## config.mk

```make
export PLATFORM = sky130hd
export DESIGN_NAME = vga_rx_monitor
export DESIGN_NICKNAME = d
export VERILOG_FILES = /design/src/rtl/vga_rx_monitor.sv
export SDC_FILE = /design/constraint.sdc
export NUM_CORES = 1
export LEC_CHECK = 0
export BUFFER_PORTS_ARGS = -buffer_cell sky130_fd_sc_hd__buf_2
export CORE_MARGIN = 1.5
export CORE_UTILIZATION = 50
export DETAILED_ROUTE_END_ITERATION = 10
export GPL_TIMING_DRIVEN = 0
export PLACE_DENSITY = 0.83
export REMOVE_ABC_BUFFERS = 1
export SLEW_MARGIN = 20
export SYNTH_ARGS = -nofsm -noshare
export SYNTH_HDL_FRONTEND = slang
export SYNTH_SLANG_ARGS = --single-unit
```

## constraint.sdc

```tcl
create_clock -name clk -period 5.62 [get_ports clk]
set_input_delay 0.843 -clock clk [delete_from_list [all_inputs] [get_ports clk]]
set_output_delay 0.843 -clock clk [all_outputs]
set_load 0.02 [all_outputs]
```

## src/rtl/vga_rx_monitor.sv

```systemverilog
// Recovers pixel coordinates from VGA syncs, measures line/frame timing, keeps a lock state and probes one pixel.
// Latency: 3 clk from pin sample to px_valid (2-FF sync + output register); probe_hit follows px_valid by 1 clk.
// Backpressure: none; this is a pure observer and every output is a registered pulse or level.
module vga_rx_monitor #(
    parameter int CLK_PER_PIX = 4,
    parameter int H_SYNC      = 96,
    parameter int H_BP        = 48,
    parameter int H_ACT       = 640,
    parameter int H_TOTAL     = 800,
    parameter int V_SYNC      = 2,
    parameter int V_BP        = 33,
    parameter int V_ACT       = 480,
    parameter int V_TOTAL     = 525
) (
    input  logic        clk,
    input  logic        rst,
    input  logic        hSync,
    input  logic        vSync,
    input  logic [11:0] rgb_in,
    input  logic [9:0]  probe_x,
    input  logic [9:0]  probe_y,
    input  logic        clr_err,
    output logic        px_valid,
    output logic [9:0]  px_x,
    output logic [9:0]  px_y,
    output logic [11:0] px_rgb,
    output logic [11:0] probe_rgb,
    output logic        probe_hit,
    output logic        frame_done,
    output logic [11:0] line_clks,
    output logic [9:0]  frame_lines,
    output logic        locked,
    output logic        err_h,
    output logic        err_v
);

    localparam int PW = (CLK_PER_PIX > 2) ? $clog2(CLK_PER_PIX) : 1;
    localparam logic [PW-1:0] PH_LAST   = PW'(CLK_PER_PIX - 1);
    localparam logic [PW-1:0] PH_MID    = PW'(CLK_PER_PIX / 2);
    localparam logic [12:0]   LINE_LEN  = 13'(H_TOTAL * CLK_PER_PIX);
    localparam logic [10:0]   FRAME_LEN = 11'(V_TOTAL);
    localparam logic [9:0]    H_FIRST   = 10'(H_SYNC + H_BP);
    localparam logic [10:0]   H_END     = 11'(H_SYNC + H_BP + H_ACT);
    localparam logic [9:0]    V_FIRST   = 10'(V_SYNC + V_BP);
    localparam logic [10:0]   V_END     = 11'(V_SYNC + V_BP + V_ACT);

    typedef enum logic [1:0] {
        S_SEEK   = 2'd0,
        S_ALIGN  = 2'd1,
        S_LOCKED = 2'd2
    } state_t;

    state_t state, state_nxt;

    logic          hs_s1, hs_s2, hs_d;
    logic          vs_s1, vs_s2, vs_d;
    logic [11:0]   rgb_d1, rgb_d2;
    logic [11:0]   clk_cnt;
    logic [PW-1:0] pix_phase;
    logic [9:0]    h_pix;
    logic [9:0]    v_line;
    logic          vs_pend;
    logic          frame_bad;

    logic          hs_fall, vs_fall, frame_evt, measure;
    logic          h_err_evt, v_err_evt, err_evt;
    logic [12:0]   line_len;
    logic [10:0]   frame_len;
    logic          px_hit, probe_match;

    assign hs_fall   = hs_d & ~hs_s2;
    assign vs_fall   = vs_d & ~vs_s2;
    // vSync may fall on the very cycle of the hSync edge that closes the frame
    assign frame_evt = hs_fall & (vs_pend | vs_fall);
    assign line_len  = {1'b0, clk_cnt} + 13'd1;
    assign frame_len = {1'b0, v_line} + 11'd1;

    // SEEK only runs until the first frame event, so it also masks the first post-reset line
    assign measure   = hs_fall & (state != S_SEEK);
    assign h_err_evt = measure & (line_len != LINE_LEN);
    assign v_err_evt = frame_evt & (state != S_SEEK) & (frame_len != FRAME_LEN);
    assign err_evt   = h_err_evt | v_err_evt;

    assign px_hit = (state != S_SEEK) && (pix_phase == PH_MID)
                 && (h_pix >= H_FIRST) && ({1'b0, h_pix} < H_END)
                 && (v_line >= V_FIRST) && ({1'b0, v_line} < V_END);
    assign probe_match = px_valid && (px_x == probe_x) && (px_y == probe_y);

    assign locked = (state == S_LOCKED);

    always_ff @(posedge clk or negedge rst) begin
        if (!rst) begin
            hs_s1  <= 1'b0;
            hs_s2  <= 1'b0;
            hs_d   <= 1'b0;
            vs_s1  <= 1'b0;
            vs_s2  <= 1'b0;
            vs_d   <= 1'b0;
            rgb_d1 <= '0;
            rgb_d2 <= '0;
        end else begin
            hs_s1  <= hSync;
            hs_s2  <= hs_s1;
            hs_d   <= hs_s2;
            vs_s1  <= vSync;
            vs_s2  <= vs_s1;
            vs_d   <= vs_s2;
            rgb_d1 <= rgb_in;
            rgb_d2 <= rgb_d1;
        end
    end

    always_ff @(posedge clk or negedge rst) begin
        if (!rst) begin
            clk_cnt   <= '0;
            pix_phase <= '0;
            h_pix     <= '0;
            v_line    <= '0;
            vs_pend   <= 1'b0;
        end else begin
            if (hs_fall) begin
                clk_cnt   <= '0;
                pix_phase <= '0;
                h_pix     <= '0;
            end else begin
                if (clk_cnt != 12'hfff) clk_cnt <= clk_cnt + 12'd1;
                if (pix_phase == PH_LAST) begin
                    pix_phase <= '0;
                    if (h_pix != 10'h3ff) h_pix <= h_pix + 10'd1;
                end else begin
                    pix_phase <= pix_phase + PW'(1);
                end
            end
            if (frame_evt) begin
                vs_pend <= 1'b0;
                v_line  <= '0;
            end else begin
                if (vs_fall) vs_pend <= 1'b1;
                if (hs_fall && v_line != 10'h3ff) v_line <= v_line + 10'd1;
            end
        end
    end

    always_ff @(posedge clk or negedge rst) begin
        if (!rst) begin
            line_clks   <= '0;
            frame_lines <= '0;
            frame_done  <= 1'b0;
            err_h       <= 1'b0;
            err_v       <= 1'b0;
            frame_bad   <= 1'b0;
            state       <= S_SEEK;
        end else begin
            frame_done <= frame_evt;
            if (measure)   line_clks   <= line_len[11:0];
            if (frame_evt) frame_lines <= frame_len[9:0];
            if (h_err_evt)    err_h <= 1'b1;
            else if (clr_err) err_h <= 1'b0;
            if (v_err_evt)    err_v <= 1'b1;
            else if (clr_err) err_v <= 1'b0;
            if (frame_evt)    frame_bad <= 1'b0;
            else if (err_evt) frame_bad <= 1'b1;
            state <= state_nxt;
        end
    end

    always_comb begin
        state_nxt = state;
        case (state)
            S_SEEK:   if (frame_evt) state_nxt = S_ALIGN;
            S_ALIGN:  if (frame_evt && !frame_bad && !err_evt) state_nxt = S_LOCKED;
            S_LOCKED: if (err_evt) state_nxt = S_ALIGN;
            default:  state_nxt = S_SEEK;
        endcase
    end

    always_ff @(posedge clk or negedge rst) begin
        if (!rst) begin
            px_valid  <= 1'b0;
            px_x      <= '0;
            px_y      <= '0;
            px_rgb    <= '0;
            probe_rgb <= '0;
            probe_hit <= 1'b0;
        end else begin
            px_valid  <= px_hit;
            probe_hit <= probe_match;
            if (px_hit) begin
                px_x   <= h_pix - H_FIRST;
                px_y   <= v_line - V_FIRST;
                px_rgb <= rgb_d2;
            end
            if (probe_match) probe_rgb <= px_rgb;
        end
    end

endmodule

```

==> results.cfg <==
[clock_tree]
cts_made_buffers = 17
ctsHoldBuffers = 0
cts_resized = 0
clk_latency_ns = 0.41
htree_levels = 4
cts-root-buf = clkbuf_16
cts_tree = done
clk_pin_slew_ns = 0.06
post-cts-setup-buffers = 0
cts_sinks = 139
cts_buffer_depth = 2

[global_route]
use_met2_pct = 38.55
grtUsageMet3_pct = 4.821
grt_pass1_vias = 4532
grt_start_max_net_pins = 109
grt_pass1_wl_um = 22180
met1_usage_pct = 26.96
antenna_found_initial = 0
globalRouteOverflowTotal = 0
grt_use_total_pct = 21.94
busiest_layer = met2

[outcome]
status = finished clean

[power_and_ir_drop]
pwr-share-seq_pct = 42.8
p_per_area_nw_per_um2 = 371.0
ir_drop_mv = 0.2380
clockPowerShare_pct = 44.7
power_switching_w = 0.0007080
cellLeakagePower_nw = 3.706
swShare_pct = 25.77
internal_power_w = 0.002039
combPwrFrac_pct = 12.6

[setup_path]
critPathArrivalTime_ns = 3.03
critical_path_buf_inv_count = 1
crit_family = simple AND/OR/NAND/NOR gates
cp.required_ns = 5.91
criticalPathCategory = reg2reg
slowest_stage = dfrtp_1
start_kind = flop
cpPeakStageDelay_ns = 0.47
r2r_setup_slack_ns = 2.88
cp_cell_sequence = ha_1 > nor4_2 > nand2b_1 > a21oi_1 > o21ai_4 > buf_16 > mux2_2
cp-end-kind = flop
worstPathMaxFanout = 30

[die]
pin_count = 109
core-area_um2 = 11910
die_h_um = 113.1
rows = 40
initial_core_util_pct = 50.87
die_width_um = 113.1
die_area_um2 = 12790

[sta]
final-setup-viol-count = 0
hold_violations = 0
skew_ns = 0.006717
tns_ns = 0
drv_slew = 0
tightest_slew_ns = 0.8246
fin_crit_ns = 2.740
rsz0062_at_grt = no
max_slew_margin_pct = 45.02
fmax_mhz = 365.0
timing.final.crit_share_pct = 48.75

[synthesis]
yosys_warnings = 0
netlist.area_leader.share_pct = 57.40
syn_inst = 570
async_flop_share_pct = 100.0
synth.most_common_cell = dfrtp_1
ys_types = 48
seq_area_frac_synth_pct = 57.40
synth_edf_count = 0
netlist_top_cells_count = 139 x dfrtp_1, 101 x nand2_1, 46 x o21ai_0, 36 x xnor2_1, 30 x xor2_1
ys.flop_type = dfrtp_1
ys_ff_latch = 139
synth.cell_area_um2 = 6060
synth_top_area_cell = dfrtp_1
synthTopCellsByArea = dfrtp_1 57%, nand2_1 6.3%, xnor2_1 5.2%, xor2_1 4.3%, o21ai_0 3.8%
syn_area_per_cell_um2 = 10.63

[job]
maxCapViolCount = 0

[finish]
finalInstanceArea_um2 = 7403
syn2layout_area_growth_pct = 22.18
drive_gt1_share_pct = 23.49
final_core_utilization_pct = 62.15
antenna_cells = 0
final_nets = 716

[placement]
io_buffers = 108
place_hpwl_um = 8988
gp_congestion = 0.8768
placed_area_um2 = 6744

[drt]
firstDrtPassIters = 5
postRouteAntennaNets = 0
post-route-drc-count = 0
drt_iter0_markers = 286
drt_wl_total_um = 12970
routed-via-count = 4461
wire_per_inst_um = 15.66
viasPerCell = 5.388

[min_path]
hold_path.class = in2async
[path summary, 6_finish.rpt]
path                       cells after the start        from          to
setup / recovery                               7   v_line[0]   px_rgb[5]
hold / removal                                 1         rst       hs_s1
setup reg to reg                               7   v_line[0]   px_rgb[5]
hold reg to reg                                0  rgb_d1[10]  rgb_d2[10]
max in group asynchronous                      2         rst     px_y[9]
min in group clk                               0  rgb_d1[10]  rgb_d2[10]
[through the flow]
stage	hold WS [ns]	power (W)	setup WS [ns]	cells
5_1_grt	0.2882	0.002881	2.566	828
6_report	0.2849	0.002747	2.880	828
4_1_cts	0.2823	0.002770	2.872	828
3_5_place_dp	0.3347	0.001534	2.907	797
3_3_place_gp	0.3328	0.001504	1.661	794
2_1_floorplan	0.3312	0.001392	2.778	539
[layout by cell type, fill, tap and decap left out, drive strengths merged, types with 2 or more instances in the layout]
master  synthesis  layout
dfrtp         139     139
clkinv          1       5
xnor2          36      36
o21ai          49      49
nor4b           4       4
nor2           29      29
inv            13      13
clkbuf         19      21
a31oi           3       3
o211a           2       2
nor4            7       7
nand3          15      15
mux2           15      15
nor3b           2       2
nand2         101     101
ha             10      10
nand4          16      16
buf            12     111
or3             4       4
bufinv          0       5
nor3            9       9
xor2           30      30
o211ai          3       3
nand3b          2       2
nor2b           4       4
and4            2       2
nand2b          7       7
a21oi          18      18
and4b           2       2
and3            8       8
[layer usage]
metal  share of wire (%)  up-vias  routed length, µm
met3                 4.8       18                618
met4                 1.6        0                205
met1                  40     2184               5242
met2                  53      139               6902
li1                    -     2120                  -
met5                   0        -                  0
[final cells by class]
cell class / count / area [µm²]
fillers: 903 / 4508
well taps: 147 / 183.9
clock buffers: 21 / 470.5
flip-flops and latches: 139 / 3478
repair buffers: 111 / 620.6
inverters: 14 / 52.55
clock inverters: 10 / 188.9
multi-input cells: 386 / 2409
[power by group through the flow]
stage               registers [W]  logic, W  clock network [W]
finish                    0.00117  0.000345            0.00123
global route              0.00119  0.000392            0.00130
CTS                       0.00117  0.000351            0.00124
detailed placement        0.00119  0.000345                  0
global placement          0.00118  0.000322                  0
floorplan                 0.00120  0.000190                  0
[cell families (layout without fill, tap and decap cells)]
kind of cell               Yosys count  after routing  share of synthesized area [%]
muxes                               16             16                          2.953
DFF                                139            139                          57.40
buffers and inverters               45            156                          3.159
xor gates and xnor gates            66             66                          9.539
AOI/OAI and AO/OA                   80             80                          7.681
and+or+nand+nor                    214            214                          17.20
adders and majority gates           10             10                          2.065
[state kept, by name (all words and copies together) (netlist names), 2 cells and up]
register / count
rgb_d2: 12
line_clks: 12
frame_lines: 10
probe_rgb: 12
clk_cnt: 12
px_rgb: 12
px_x: 10
rgb_d1: 12
pix_phase: 2
h_pix: 10
state: 2
px_y: 10
v_line: 10
Note: power is estimated with default switching activity, not from simulation.
